### src/rtl/axis_red_pitaya_adc_mc.sv
// axis_red_pitaya_adc_mc
//   Multi-channel Red Pitaya ADC AXI-Stream source. Registers NUM_CH offset-binary ADC words every
//   cycle, converts them to two's complement and boxcar-decimates them. Each block sum is
//   arithmetically shifted and saturated, then buffered in a show-ahead FIFO. The ADC side never
//   stalls, so a beat that finds the FIFO full is dropped and counted.
// Ports
//   aclk, aresetn   clock, synchronous active-low reset
//   adc_in          NUM_CH packed ADC words, channel k at [k*ADC_DATA_WIDTH +: ADC_DATA_WIDTH]
//   enable          1 = acquire; 0 = decimator idle, FIFO still drains
//   decim, shift    samples per beat (0 acts as 1) and right shift applied to the block sum
//   clear_ovf       pulse clearing overflow and drop_count
//   m_axis_*        AXI-Stream master, channel k at [k*AXIS_DATA_WIDTH +: AXIS_DATA_WIDTH]
//   overflow        sticky dropped-beat flag
//   drop_count      saturating count of dropped beats
//   fifo_level      occupied FIFO entries
module axis_red_pitaya_adc_mc #(
  parameter int unsigned NUM_CH          = 2,
  parameter int unsigned ADC_DATA_WIDTH  = 14,
  parameter int unsigned AXIS_DATA_WIDTH = 16,
  parameter int unsigned DECIM_WIDTH     = 8,
  parameter int unsigned FIFO_DEPTH      = 16,
  parameter int unsigned COUNT_WIDTH     = 32,
  localparam int unsigned ACC_W          = ADC_DATA_WIDTH + DECIM_WIDTH,
  localparam int unsigned SHIFT_W        = $clog2(ACC_W),
  localparam int unsigned LEVEL_W        = $clog2(FIFO_DEPTH) + 1
) (
  input  logic                              aclk,
  input  logic                              aresetn,
  input  logic [NUM_CH*ADC_DATA_WIDTH-1:0]  adc_in,
  input  logic                              enable,
  input  logic [DECIM_WIDTH-1:0]            decim,
  input  logic [SHIFT_W-1:0]                shift,
  input  logic                              clear_ovf,
  output logic [NUM_CH*AXIS_DATA_WIDTH-1:0] m_axis_tdata,
  output logic                              m_axis_tvalid,
  input  logic                              m_axis_tready,
  output logic                              overflow,
  output logic [COUNT_WIDTH-1:0]            drop_count,
  output logic [LEVEL_W-1:0]                fifo_level
);

  localparam int unsigned PTR_W  = $clog2(FIFO_DEPTH);
  localparam int unsigned BEAT_W = NUM_CH * AXIS_DATA_WIDTH;
  localparam int unsigned SAT_W  = (ACC_W > AXIS_DATA_WIDTH) ? ACC_W : AXIS_DATA_WIDTH;

  localparam logic signed [SAT_W-1:0] SatMax =
      {{(SAT_W - AXIS_DATA_WIDTH + 1){1'b0}}, {(AXIS_DATA_WIDTH - 1){1'b1}}};
  localparam logic signed [SAT_W-1:0] SatMin = ~SatMax;

  // ---------------------------------------------------------------------------------------------
  // Stage 0: capture samples. enable/decim/shift travel with the sample they were presented with.
  // ---------------------------------------------------------------------------------------------
  logic [NUM_CH*ADC_DATA_WIDTH-1:0] adc_q;
  logic                             en_q;
  logic [DECIM_WIDTH-1:0]           decim_q;
  logic [SHIFT_W-1:0]               shift_q;

  always_ff @(posedge aclk) begin
    if (!aresetn) begin
      adc_q   <= '0;
      en_q    <= 1'b0;
      decim_q <= '0;
      shift_q <= '0;
    end else begin
      adc_q   <= adc_in;
      en_q    <= enable;
      decim_q <= decim;
      shift_q <= shift;
    end
  end

  // ---------------------------------------------------------------------------------------------
  // Stage 1: conversion and accumulation
  // ---------------------------------------------------------------------------------------------
  logic [DECIM_WIDTH-1:0]   cnt_q, n_lat_q, n_req, n_eff;
  logic [SHIFT_W-1:0]       shift_lat_q, sh_eff, blk_shift_q;
  logic                     blk_end, done_q;
  logic signed [ACC_W-1:0]  acc_q [NUM_CH];
  logic signed [ACC_W-1:0]  sum_d [NUM_CH];

  always_comb begin
    n_req   = (decim_q == '0) ? DECIM_WIDTH'(1) : decim_q;
    // Ratio and shift are taken fresh only on the first sample of a block.
    n_eff   = (cnt_q == '0) ? n_req : n_lat_q;
    sh_eff  = (cnt_q == '0) ? shift_q : shift_lat_q;
    blk_end = en_q && (cnt_q == n_eff - DECIM_WIDTH'(1));
    for (int ch = 0; ch < NUM_CH; ch++) begin
      logic signed [ADC_DATA_WIDTH-1:0] raw;
      logic signed [ACC_W-1:0]          conv;
      // Offset binary to two's complement: invert the MSB.
      raw  = {~adc_q[ch*ADC_DATA_WIDTH + ADC_DATA_WIDTH - 1],
              adc_q[ch*ADC_DATA_WIDTH +: ADC_DATA_WIDTH - 1]};
      conv = ACC_W'(raw);
      sum_d[ch] = (cnt_q == '0) ? conv : acc_q[ch] + conv;
    end
  end

  always_ff @(posedge aclk) begin
    if (!aresetn) begin
      cnt_q       <= '0;
      n_lat_q     <= DECIM_WIDTH'(1);
      shift_lat_q <= '0;
      blk_shift_q <= '0;
      done_q      <= 1'b0;
      for (int ch = 0; ch < NUM_CH; ch++) acc_q[ch] <= '0;
    end else begin
      done_q <= blk_end;
      if (en_q) begin
        cnt_q <= blk_end ? '0 : cnt_q + DECIM_WIDTH'(1);
        if (cnt_q == '0) begin
          n_lat_q     <= n_req;
          shift_lat_q <= shift_q;
        end
        blk_shift_q <= sh_eff;
        for (int ch = 0; ch < NUM_CH; ch++) acc_q[ch] <= sum_d[ch];
      end else begin
        // Idle: drop any partial block so the next one starts clean.
        cnt_q <= '0;
        for (int ch = 0; ch < NUM_CH; ch++) acc_q[ch] <= '0;
      end
    end
  end

  // ---------------------------------------------------------------------------------------------
  // Stage 2: shift and saturate the completed block sum (acc_q holds it for one cycle)
  // ---------------------------------------------------------------------------------------------
  logic [BEAT_W-1:0] res_d, res_q;
  logic              res_vld_q;

  always_comb begin
    res_d = '0;
    for (int ch = 0; ch < NUM_CH; ch++) begin
      logic signed [ACC_W-1:0] shifted;
      logic signed [SAT_W-1:0] ext;
      shifted = acc_q[ch] >>> blk_shift_q;
      ext     = SAT_W'(shifted);
      if (ext > SatMax)      ext = SatMax;
      else if (ext < SatMin) ext = SatMin;
      res_d[ch*AXIS_DATA_WIDTH +: AXIS_DATA_WIDTH] = ext[AXIS_DATA_WIDTH-1:0];
    end
  end

  always_ff @(posedge aclk) begin
    if (!aresetn) begin
      res_q     <= '0;
      res_vld_q <= 1'b0;
    end else begin
      res_q     <= res_d;
      res_vld_q <= done_q;
    end
  end

  // ---------------------------------------------------------------------------------------------
  // Output FIFO (show-ahead) with overflow accounting
  // ---------------------------------------------------------------------------------------------
  logic [BEAT_W-1:0]      mem_q [FIFO_DEPTH];
  logic [PTR_W-1:0]       wr_ptr_q, rd_ptr_q;
  logic [LEVEL_W-1:0]     level_q, level_d;
  logic                   ovf_q, ovf_d;
  logic [COUNT_WIDTH-1:0] drop_cnt_q, drop_cnt_d;
  logic                   full, push, pop, drop;

  always_comb begin
    full = (level_q == LEVEL_W'(FIFO_DEPTH));
    pop  = (level_q != '0) && m_axis_tready;
    // A pop in the same cycle frees the slot, so a push into a full FIFO still succeeds.
    push = res_vld_q && (!full || pop);
    drop = res_vld_q && full && !pop;

    level_d = level_q;
    if (push && !pop)      level_d = level_q + LEVEL_W'(1);
    else if (!push && pop) level_d = level_q - LEVEL_W'(1);

    // A drop in the same cycle as clear_ovf wins: the drop is the first one counted.
    ovf_d      = ovf_q;
    drop_cnt_d = drop_cnt_q;
    if (drop) begin
      ovf_d = 1'b1;
      if (clear_ovf)             drop_cnt_d = COUNT_WIDTH'(1);
      else if (drop_cnt_q != '1) drop_cnt_d = drop_cnt_q + COUNT_WIDTH'(1);
    end else if (clear_ovf) begin
      ovf_d      = 1'b0;
      drop_cnt_d = '0;
    end
  end

  always_ff @(posedge aclk) begin
    if (!aresetn) begin
      wr_ptr_q   <= '0;
      rd_ptr_q   <= '0;
      level_q    <= '0;
      ovf_q      <= 1'b0;
      drop_cnt_q <= '0;
    end else begin
      if (push) wr_ptr_q <= wr_ptr_q + PTR_W'(1);
      if (pop)  rd_ptr_q <= rd_ptr_q + PTR_W'(1);
      level_q    <= level_d;
      ovf_q      <= ovf_d;
      drop_cnt_q <= drop_cnt_d;
    end
  end

  // Storage needs no reset; an empty FIFO masks its output.
  always_ff @(posedge aclk) begin
    if (push) mem_q[wr_ptr_q] <= res_q;
  end

  assign m_axis_tvalid = (level_q != '0);
  assign m_axis_tdata  = m_axis_tvalid ? mem_q[rd_ptr_q] : '0;
  assign overflow      = ovf_q;
  assign drop_count    = drop_cnt_q;
  assign fifo_level    = level_q;

endmodule

### config.mk
export PLATFORM = sky130hd
export DESIGN_NAME = axis_red_pitaya_adc_mc
export DESIGN_NICKNAME = d
export VERILOG_FILES = /design/src/rtl/axis_red_pitaya_adc_mc.sv
export SDC_FILE = /design/constraint.sdc
export NUM_CORES = 1
export LEC_CHECK = 0
export ABC_CLOCK_PERIOD_IN_PS = 8900
export BUFFER_PORTS_ARGS = -buffer_cell sky130_fd_sc_hd__buf_2
export CELL_PAD_IN_SITES_DETAIL_PLACEMENT = 0
export CELL_PAD_IN_SITES_GLOBAL_PLACEMENT = 1
export CORE_MARGIN = 2
export CORE_UTILIZATION = 45
export CTS_BUF_LIST = sky130_fd_sc_hd__clkbuf_2
export CTS_CLUSTER_DIAMETER = 100
export CTS_CLUSTER_SIZE = 30
export DETAILED_ROUTE_END_ITERATION = 16
export PLACE_DENSITY = 0.8
export RECOVER_POWER = 25
export REMOVE_ABC_BUFFERS = 1
export SLEW_MARGIN = 10
export SYNTH_ARGS = -nofsm -noshare
export SYNTH_HDL_FRONTEND = slang
export SYNTH_SLANG_ARGS = --single-unit
### constraint.sdc
create_clock -name aclk -period 8.9 [get_ports aclk]
set_clock_uncertainty 0.2 [all_clocks]
set_input_delay 2.225 -clock aclk [delete_from_list [all_inputs] [get_ports aclk]]
set_output_delay 2.225 -clock aclk [all_outputs]
set_load 0.005 [all_outputs]
==> results of run 1 <==
cells by family (layout without fill, tap and decap cells):
family                     count (synthesis)  in the layout  synth area share
adders and majority gates                 58             58            0.0242
DFF                                      703            703             0.634
AOI/OAI and AO/OA                        296            296            0.0603
buffers and inverters                    145            243            0.0200
xor gates and xnor gates                  76             76            0.0215
other                                      1             47          0.000121
muxes                                    252            252             0.158
and+or+nand+nor                          507            507            0.0819
layer usage:
layer	vias up	track usage	routed length, µm
met1	8914	0.271	29400
met4	6	0.0551	1660
met2	532	0.322	33600
met5	-	0	41
met3	106	0.0228	3830
li1	8022	-	-
worst max-delay path, stage by stage, from the launching register on:
cell	delay (ns)
dfxtp_4	1.07
buf_4	0.84
mux4_2	0.41
mux4_2	0.48
and2_1	0.22
buf_2	0.14
synth_stat cells, drive strengths merged (16+ instances only):
library cell	number
dfxtp	147
mux4	186
xnor2	27
xor2	49
mux2i	54
inv	37
nor3	20
ha	55
o21a	16
o21ai	66
edfxtp	556
nand3	40
and2	89
a21oi	108
clkbuf	71
buf	36
a31oi	16
a211oi	27
nor2	152
nand2	111
nand2b	19
a21o	17
sequential cells by signal (all words and copies together), names as in the netlist, named ones only:
signal / flops
acc_q: 44
adc_q: 28
blk_shift_q: 5
cnt_q: 8
decim_q: 8
done_q: 1
drop_count: 32
en_q: 1
fifo_level: 5
mem_q: 512
n_lat_q: 8
overflow: 1
rd_ptr_q: 4
res_q: 32
res_vld_q: 1
shift_q: 5
wr_ptr_q: 4
layout make-up:
class,instances,area (µm²),area share
tap,882,1100,0.0333
clock buffer,46,230,0.00694
inverter,38,143,0.00430
sequential,703,19700,0.593
clock inverter,15,259,0.00781
timing repair buffer,144,803,0.0242
antenna,3,7.51,0.000226
multi-input combinational,1233,11000,0.331
final timing paths:
path / depth (start not counted) / slack [ns] / startpoint / end
setup reg to reg: 15 / 4.94 / cnt_q[0] / cnt_q[5]
hold / removal: 1 / 0.19 / done_q / res_vld_q
setup / recovery: 5 / 2.08 / flip-flop / m_axis_tdata[28]
hold reg to reg: 1 / 0.19 / done_q / res_vld_q
where the power goes:
| part | switching, mW | internal (mW) |
|---|---|---|
| Combinational | 0.547 | 0.607 |
| Clock | 1.01 | 0.250 |
| Sequential | 0.131 | 3.64 |
| Total | 1.69 | 4.49 |
metrics by stage:
step / utilization / area, µm² / hold WS (ns) / std cells
after global placement: 0.478 / 32700 / 0.246 / 3000
after global routing: 0.485 / 33200 / 0.223 / 3063
final: 0.485 / 33200 / 0.192 / 3064
after CTS: 0.485 / 33200 / 0.239 / 3061
after floorplan: - / 30600 / 0.212 / 1974
after detailed placement: 0.478 / 32700 / 0.264 / 3000
==> metrics.md, run 1 <==
| Metric | Value |
|---|---|
| Status | `complete, no violations` |
| Post-Syn Area | `31,000 µm²` |
| H-tree levels | `2` |
| Count of pins over their slew limit | `0` |
| Count of input and output buffers | `116` |
| Setup Total Neg Slack | `0 ns` |
| Routability-driven placement congestion ratio | `0.836` |
| Grt total ovfl | `0` |
| Insertion delay to the later sink of the worst-skew pair | `1.23 ns` |
| Post-detailed-placement half-perimeter wirelength | `41.3 mm` |
| TritonCTS clock tree | `built` |
| Initial antenna violation count | `6` |
| Postcts setup bufs | `0` |
| Max-Cap Viols | `0` |
| Top fanout value on the critical path | `65` |
| Period utilization | `0.766` |
| Resize count post-CTS | `0` |
| Synthesis Warnings | `0` |
| CP Class | `flip-flop to output pin` |
| Clock root buffer master | `clkbuf_2` |
| P&R area growth vs syn | `7.16%` |
| Seq cells post-synth | `703` |
| Most frequent cells in the layout | `edfxtp_1, mux4_2, dfxtp_1` |
| Share of the yosys chip area belonging to registers | `0.634` |
| Clock tree buffer depth | `3` |
| Syn_area_per_cell | `15.2 µm²` |
| Final total power | `6.18 mW` |
| Class of the most critical hold timing path | `flip-flop to flip-flop` |
| Num ports | `117` |
| Share of cells above drive strength 1 | `0.209` |
| Count of flip-flops with a built-in enable after synthesis | `556` |
| Clock sinks | `703` |
| Tightest slew margin relative to the limit | `0.305` |
| Timing-limited maximum frequency | `147 MHz` |
| Overall track demand over capacity in global routing | `0.194` |
| Fill count | `5,810` |
| Maximum vdd drop | `0.180 mV` |
| Largest net degree at the start of global routing | `119` |
| Final count of negative-setup-slack endpoints | `0` |
| Vias in the first global route | `17.5k` |
| Number of nets with antenna violations after routing | `0` |
| Starting utilization of the core area | `0.453` |
| Clk pin slew, worst setup/hold paths | `0.53 ns` |
| Worst-Margin Slew | `1.04 ns` |
| Count of mapped cells out of synthesis | `2,038` |
| Leakage | `11.3 nW` |
| Leading cell type in the layout, fill and taps excluded | `edfxtp_1` |
| Post-placement setup slack | `3.33 ns` |
| Routed length per placed instance | `22.4 µm` |
| Crit. End Element | `output pin` |
| First-pass GRT wire length | `105 mm` |
| Signal arrival time at the worst endpoint | `4.40 ns` |
| Endpoint required time on the critical path | `6.48 ns` |
| PnR worst setup slack | `2.08 ns` |
| Final net count | `2,258` |
| Synth top area cells | `edfxtp_1, mux4_2, dfxtp_1` |
| RSZ-0062 raised after global routing | `no` |
| Crit start category | `flip-flop` |
| Post-synth cell types | `77` |
| Number of failing hold endpoints at the final stage | `0` |
| DRC violations left | `0` |
| Standard cell core area | `68,300 µm²` |
| First-pass detailed-route iteration total | `5` |
| PwrDens | `186 nW/µm²` |
| Die Area | `70,900 µm²` |
| Minimum clock period after layout | `6.82 ns` |
| Vias after detailed routing | `17.6k` |
| Die span in y | `266 µm` |
| Total of hold buffers inserted after clock tree synthesis | `0` |
| Share of flip-flops with an asynchronous set or reset | `0` |
| X dimension of the die | `266 µm` |
| Final wirelength | `68.5 mm` |
| Number of DRC markers after the initial detailed-route iteration | `1,715` |
| Total number of placement rows | `96` |
| Number of vias per cell after detailed routing | `5.74` |
| Top cell type's share of synthesized area | `0.539` |
| TritonCTS Buffers | `34` |
| Cell taking the most area after synthesis | `edfxtp_1` |
| Dominant register cell in the synthesized netlist | `edfxtp_1` |
Note: power is estimated with default switching activity, not from simulation.
==> inputs of run 2 (changes only) <==
--- a/config.mk
+++ b/config.mk
@@ -5,7 +5,7 @@
 export SDC_FILE = /design/constraint.sdc
 export NUM_CORES = 1
 export LEC_CHECK = 0
-export ABC_CLOCK_PERIOD_IN_PS = 8900
+export ABC_CLOCK_PERIOD_IN_PS = 6300
 export BUFFER_PORTS_ARGS = -buffer_cell sky130_fd_sc_hd__buf_2
 export CELL_PAD_IN_SITES_DETAIL_PLACEMENT = 0
 export CELL_PAD_IN_SITES_GLOBAL_PLACEMENT = 1
==> constraint.sdc (replaced) <==
create_clock -name aclk -period 6.3 [get_ports aclk]
set_clock_uncertainty 0.2 [all_clocks]
set_input_delay 1.575 -clock aclk [delete_from_list [all_inputs] [get_ports aclk]]
set_output_delay 1.575 -clock aclk [all_outputs]
set_load 0.005 [all_outputs]
==> metrics.md, run 2 (synthesis gave the netlist of run 1 again) <==
| Metric | Value |
|---|---|
| Status | `complete, no violations` |
| Number of vias per cell after detailed routing | `5.68` |
| Register with the most flip-flops | `mem_q` |
| Final wirelength | `67.3 mm` |
| Routed length per placed instance | `22.0 µm` |
| Number of DRC markers after the initial detailed-route iteration | `1,666` |
| RR Startpoint | `cnt_q[0]` |
| Most frequent cells in the layout | `edfxtp_1, mux4_2, dfxtp_1` |
| Cells along the critical path | `buf_12 > mux4_2 > mux4_2 > and2_1 > buf_2` |
| Class of the most critical hold timing path | `input port to flip-flop` |
| Routability-driven placement congestion ratio | `0.835` |
| Final net count | `2,256` |
| Clk pin slew, worst setup/hold paths | `0.46 ns` |
| Share of cells above drive strength 1 | `0.206` |
| Depth of the worst register-to-register path | `15` |
| DRC violations left | `0` |
| Cell depth of the worst setup path | `5` |
| First-pass GRT wire length | `103 mm` |
| Worst hold path stage count | `2` |
| Post-detailed-placement half-perimeter wirelength | `40.9 mm` |
| Postcts setup bufs | `0` |
| Crit. End Element | `output pin` |
| Top fanout value on the critical path | `90` |
| H-tree levels | `1` |
| Grt total ovfl | `0` |
| Final total power | `8.55 mW` |
| Buffers and inverters on the worst path | `2` |
| Initial antenna violation count | `10` |
| Signal arrival time at the worst endpoint | `3.84 ns` |
| Clock sinks | `703` |
| Largest delay share family, worst path | `multiplexers` |
| Max stage delay cell, worst path | `mux4_2` |
| P&R area growth vs syn | `6.84%` |
| Leakage | `11.3 nW` |
| Standard cell core area | `68,300 µm²` |
| Most numerous cell on the critical path | `mux4_2` |
| Number of failing hold endpoints at the final stage | `0` |
| Hold path startpoint | `adc_in[3]` |
| Leading cell type in the layout, fill and taps excluded | `edfxtp_1` |
| Vias after detailed routing | `17.4k` |
| Fill count | `5,763` |
| Minimum clock period after layout | `5.61 ns` |
| Count of pins over their slew limit | `0` |
| Total of hold buffers inserted after clock tree synthesis | `0` |
| Crit start category | `flip-flop` |
| Clock root buffer master | `clkbuf_2` |
| Die span in y | `266 µm` |
| Final count of negative-setup-slack endpoints | `0` |
| Timing-limited maximum frequency | `178 MHz` |
| Final core area utilization | `0.484` |
| TritonCTS Buffers | `29` |
| Num ports | `117` |
| RSZ-0062 raised after global routing | `no` |
| First-pass detailed-route iteration total | `6` |
| Largest net degree at the start of global routing | `129` |
| Count of input and output buffers | `116` |
| Clock tree buffer depth | `3` |
| CP Class | `flip-flop to output pin` |
| Total number of placement rows | `96` |
| Registers with the most flip-flops | `mem_q (512), acc_q (44)` |
| Starting utilization of the core area | `0.453` |
| Number of nets with antenna violations after routing | `0` |
| Maximum vdd drop | `0.169 mV` |
| Period utilization | `0.891` |
| Vias in the first global route | `17.4k` |
| Number of flip-flops in the largest register | `512` |
| Overall track demand over capacity in global routing | `0.189` |
| PwrDens | `259 nW/µm²` |
| Highest cell delay on the worst timing path | `0.60 ns` |
| TritonCTS clock tree | `built` |
| Tightest slew margin relative to the limit | `0.251` |
| Worst-Margin Slew | `1.12 ns` |
| Die Area | `70,900 µm²` |
| Endpoint required time on the critical path | `4.53 ns` |
| Resize count post-CTS | `0` |
| X dimension of the die | `266 µm` |
| Insertion delay to the later sink of the worst-skew pair | `1.26 ns` |
| Max-Cap Viols | `0` |
## run 2: cell types whose count changed in the layout (fill, tap and decap cells not counted), sizes merged
cell    previous run  this run
inv               45        42
diode              3         7
buf              144       146
bufinv             2         1
clkinv             6         4
## run 2: path summary, 6_finish.rpt
path	end	slack, ns
worst max-delay path	m_axis_tdata[1]	0.69
worst min-delay path	adc_q[3]	0.29
worst max register to register	cnt_q[7]	2.33
worst min register to register	blk_shift_q[4]	0.29
## run 2: per-layer routing
metal,part of all wire,routed length [µm],global-route usage
met1,0.43,28800,0.260
met2,0.50,33500,0.322
met3,0.056,3800,0.0236
met4,0.019,1250,0.0440
met5,0.00033,22,0
## run 2: final cells by class
class | count | area (µm²) | area share
well taps | 882 | 1100 | 0.0334
diodes | 7 | 17.5 | 0.000530
flip-flops and latches | 703 | 19700 | 0.594
clock inverters | 9 | 124 | 0.00375
multi-input cells | 1233 | 11000 | 0.332
inverters | 38 | 143 | 0.00431
repair buffers | 147 | 837 | 0.0253
clock buffers | 45 | 225 | 0.00681
## run 2: power breakdown
group | leakage [nW] | internal, mW | switching (mW)
registers | 6.33 | 5.14 | 0.150
clock network | 0.247 | 0.267 | 1.33
logic | 4.68 | 0.860 | 0.813
## run 2: worst reg2reg max path: stages, from the launching register on
cell       delay [ns]
dfxtp_1          0.48
inv_1            0.09
ha_1             0.14
nor4b_2          0.23
and2_4           0.61
mux2_2           0.46
inv_1            0.13
ha_1             0.25
nand3_1          0.08
o21ai_0          0.09
mux2i_1          0.10
mux2i_1          0.14
nand4_1          0.11
a2111oi_2        0.29
nand2b_1         0.48
nor2_2           0.07
## run 2: metrics by stage
step / instances / cell area, µm² / worst slack (ns) / hold slack, ns / setup TNS (ns)
2_1_floorplan: 1974 / 30600 / -2.05 / 0.212 / -65.58
3_3_place_gp: 3003 / 32700 / 1.94 / 0.244 / 0
3_5_place_dp: 3003 / 32700 / 1.92 / 0.257 / 0
4_1_cts: 3057 / 33100 / 0.501 / 0.135 / 0
5_1_grt: 3062 / 33100 / 0.362 / 0.146 / 0
6_report: 3064 / 33100 / 0.690 / 0.287 / 0
==> inputs of run 3 (changes only) <==
--- a/config.mk
+++ b/config.mk
@@ -5,6 +5,7 @@
 export SDC_FILE = /design/constraint.sdc
 export NUM_CORES = 1
 export LEC_CHECK = 0
+export ABC_AREA = 1
 export ABC_CLOCK_PERIOD_IN_PS = 6300
 export BUFFER_PORTS_ARGS = -buffer_cell sky130_fd_sc_hd__buf_2
 export CELL_PAD_IN_SITES_DETAIL_PLACEMENT = 0
@@ -15,10 +16,10 @@
 export CTS_CLUSTER_DIAMETER = 100
 export CTS_CLUSTER_SIZE = 30
 export DETAILED_ROUTE_END_ITERATION = 16
-export PLACE_DENSITY = 0.8
+export PLACE_DENSITY = 0.84
 export RECOVER_POWER = 25
 export REMOVE_ABC_BUFFERS = 1
-export SLEW_MARGIN = 10
+export SLEW_MARGIN = 20
 export SYNTH_ARGS = -nofsm -noshare
 export SYNTH_HDL_FRONTEND = slang
 export SYNTH_SLANG_ARGS = --single-unit
==> metrics.md, run 3 <==
| Metric | Value |
|---|---|
| Post-detailed-placement half-perimeter wirelength | `49.3 mm` |
| Number of vias per cell after detailed routing | `5.52` |
| Standard cell core area | `70,100 µm²` |
| First-pass detailed-route iteration total | `6` |
| Setup Total Neg Slack | `0 ns` |
| Leakage | `12.6 nW` |
| Clock root buffer master | `clkbuf_2` |
| Timing-limited maximum frequency | `167 MHz` |
| Largest net degree at the start of global routing | `147` |
| Registers with the most flip-flops | `mem_q (512), acc_q (44)` |
| Grt total ovfl | `0` |
| Most frequent cells after synthesis | `edfxtp_1, nor2_1, nand2_1` |
| Vias in the first global route | `22.1k` |
| Synthesized-area fraction occupied by ao, oa, aoi and oai cells | `0.149` |
| Clk pin slew, worst setup/hold paths | `0.50 ns` |
| Number of nets with antenna violations after routing | `0` |
| Period utilization | `0.948` |
| TritonCTS clock tree | `built` |
| Die Area | `73,000 µm²` |
| Share of cell area taken by muxes after synthesis | `0.00251` |
| Cells along the critical path | `buf_4 > o21ai_0 > o221ai_1 > nand3_1 > a21oi_1 > buf_2` |
| Number of failing hold endpoints at the final stage | `0` |
| Postcts setup bufs | `0` |
| Die span in y | `270 µm` |
| Number of flip-flops in the largest register | `512` |
| Buffers and inverters on the worst path | `2` |
| Seq cells post-synth | `703` |
| Status | `complete, no violations` |
| CP Class | `flip-flop to output pin` |
| DRC violations left | `0` |
| Num ports | `117` |
| H-tree levels | `2` |
| Syn_area_per_cell | `9.96 µm²` |
| Tightest slew margin relative to the limit | `0.260` |
| Endpoint required time on the critical path | `4.53 ns` |
| Fill count | `6,573` |
| Initial antenna violation count | `8` |
| Relative contribution of the clock network to total power | `0.176` |
| X dimension of the die | `270 µm` |
| Top cell type's share of synthesized area | `0.524` |
| Post-placement setup slack | `1.67 ns` |
| Overall track demand over capacity in global routing | `0.214` |
| Number of DRC markers after the initial detailed-route iteration | `2,393` |
| Crit. End Element | `output pin` |
| Int Power | `6.28 mW` |
| Area share of xor/xnor cells in the synthesized design | `0.00989` |
| Dominant register cell in the synthesized netlist | `edfxtp_1` |
| Synth top area cells | `edfxtp_1, dfxtp_1, o21ai_0` |
| TritonCTS Buffers | `34` |
| P&R area growth vs syn | `6.71%` |
| Total of hold buffers inserted after clock tree synthesis | `0` |
| Clock sinks | `703` |
| Max-Cap Viols | `0` |
| Dominant combinational cell family by area after synthesis | `simple AND/OR/NAND/NOR gates` |
| Final wirelength | `79.7 mm` |
| Starting utilization of the core area | `0.455` |
| Insertion delay to the later sink of the worst-skew pair | `1.20 ns` |
| PnR worst setup slack | `0.329 ns` |
| First-pass GRT wire length | `124 mm` |
| Switching part of the total | `0.349` |
| Count of mapped cells out of synthesis | `3,201` |
| Signal arrival time at the worst endpoint | `4.20 ns` |
| RSZ-0062 raised after global routing | `no` |
| FF-to-FF setup slack | `2.57 ns` |
| Highest cell delay on the worst timing path | `0.87 ns` |
| Register with the most flip-flops | `mem_q` |
| Proportion of power drawn by combinational gates | `0.262` |
| Share of the yosys chip area belonging to registers | `0.616` |
| Power spent charging and discharging nets | `3.37 mW` |
| Worst-Margin Slew | `1.11 ns` |
| Synthesis Warnings | `0` |
| Clock tree buffer depth | `3` |
| Simple-gate share of the synthesized area | `0.151` |
| Cell taking the most area after synthesis | `edfxtp_1` |
| Adder-cell share of the synthesized area | `0.0235` |
| Reg power frac | `0.562` |
| Post-Syn Area | `31,900 µm²` |
| Routability-driven placement congestion ratio | `0.861` |
| Share of flip-flops with an asynchronous set or reset | `0` |
| Routed length per placed instance | `18.8 µm` |
| Total number of placement rows | `97` |
| Post-synth cell types | `57` |
| Library cell with the highest instance count after synthesis | `edfxtp_1` |
| Resize count post-CTS | `0` |
| Largest delay share family, worst path | `buffers and inverters` |
| Class of the most critical hold timing path | `flip-flop to flip-flop` |
| Leading cell type in the layout, fill and taps excluded | `edfxtp_1` |
| Count of flip-flops with a built-in enable after synthesis | `556` |
| Max stage delay cell, worst path | `dfxtp_4` |
| Top fanout value on the critical path | `96` |
| Count of pins over their slew limit | `0` |
| Minimum clock period after layout | `5.97 ns` |
| Vias after detailed routing | `23.4k` |
| Maximum vdd drop | `0.259 mV` |
| Final net count | `3,376` |
| Most frequent cells in the layout | `edfxtp_1, nor2_1, nand2_1` |
| Share of cells above drive strength 1 | `0.0840` |
| Crit start category | `flip-flop` |
| PwrDens | `284 nW/µm²` |
| Count of input and output buffers | `116` |
| Final count of negative-setup-slack endpoints | `0` |
[run 3: cell count changes in the layout (fill, tap and decap cells not counted), sizes merged, moves of 94 or more]
cell	previous run	this run
nand2	111	451
mux4	186	0
o21ai	66	451
nor2	152	500
o221ai	0	94
nand3	40	161
inv	42	222
[run 3: area by class of cell]
cell class              count  area, µm²  share of cell area
clock buffers              49        245             0.00721
inverters                 223        847              0.0249
diodes                      5       12.5            0.000368
well taps                 940       1180              0.0346
clock inverters            11        163             0.00478
multi-input cells        2152      11000               0.324
repair buffers            158        908              0.0267
flip-flops and latches    703      19600               0.577
[run 3: stage by stage]
stage                     utilization  area [µm²]  hold WS (ns)  power (mW)  instances
after floorplan                     -       31400         0.190        7.07       3078
after global placement          0.479       33600         0.202        8.02       4176
after detailed placement        0.479       33600         0.214        8.04       4176
after CTS                       0.485       34000         0.228        9.71       4236
after global routing            0.485       34000         0.210        10.2       4241
final                           0.485       34000         0.188        9.65       4241
[run 3: path summary, 6_finish.rpt]
path	from	to	cells past startpoint
hold reg to reg	done_q	res_vld_q	2
setup / recovery	flip-flop	m_axis_tdata[29]	6
setup reg to reg	fifo_level[1]	fifo_level[4]	15
hold / removal	done_q	res_vld_q	2
[run 3: logic make-up (layout without fill, tap and decap cells)]
logic type | Yosys count | after routing
buffers and inverters | 389 | 441
multiplexers | 8 | 8
adder cells (fa/ha/maj) | 58 | 58
AO/OA/AOI/OAI | 828 | 828
other | 1 | 49
flip-flops | 703 | 703
XOR/XNOR | 36 | 36
AND/OR/NAND/NOR | 1178 | 1178
[run 3: per-layer routing]
layer,up-vias,GRT usage,part of all wire
met4,4,0.0589,0.024
met5,-,0,0.00026
met1,11042,0.296,0.44
met3,129,0.0228,0.062
li1,11385,-,-
met2,844,0.361,0.47
[run 3: tightest hold or removal path, delay by kind of cell (launching register included)]
| kind | cells | cell delay [ns] |
|---|---|---|
| buffers and inverters | 1 | 0.03 |
| DFF | 1 | 0.39 |
| and+or+nand+nor | 1 | 0.05 |
[run 3: power by group through the flow]
stage | clock network [mW] | logic (mW) | registers [mW]
after global placement | 0 | 2.51 | 5.51
after detailed placement | 0 | 2.53 | 5.52
after global routing | 1.90 | 2.83 | 5.46
after floorplan | 0 | 1.55 | 5.53
after CTS | 1.75 | 2.54 | 5.43
final | 1.70 | 2.53 | 5.43
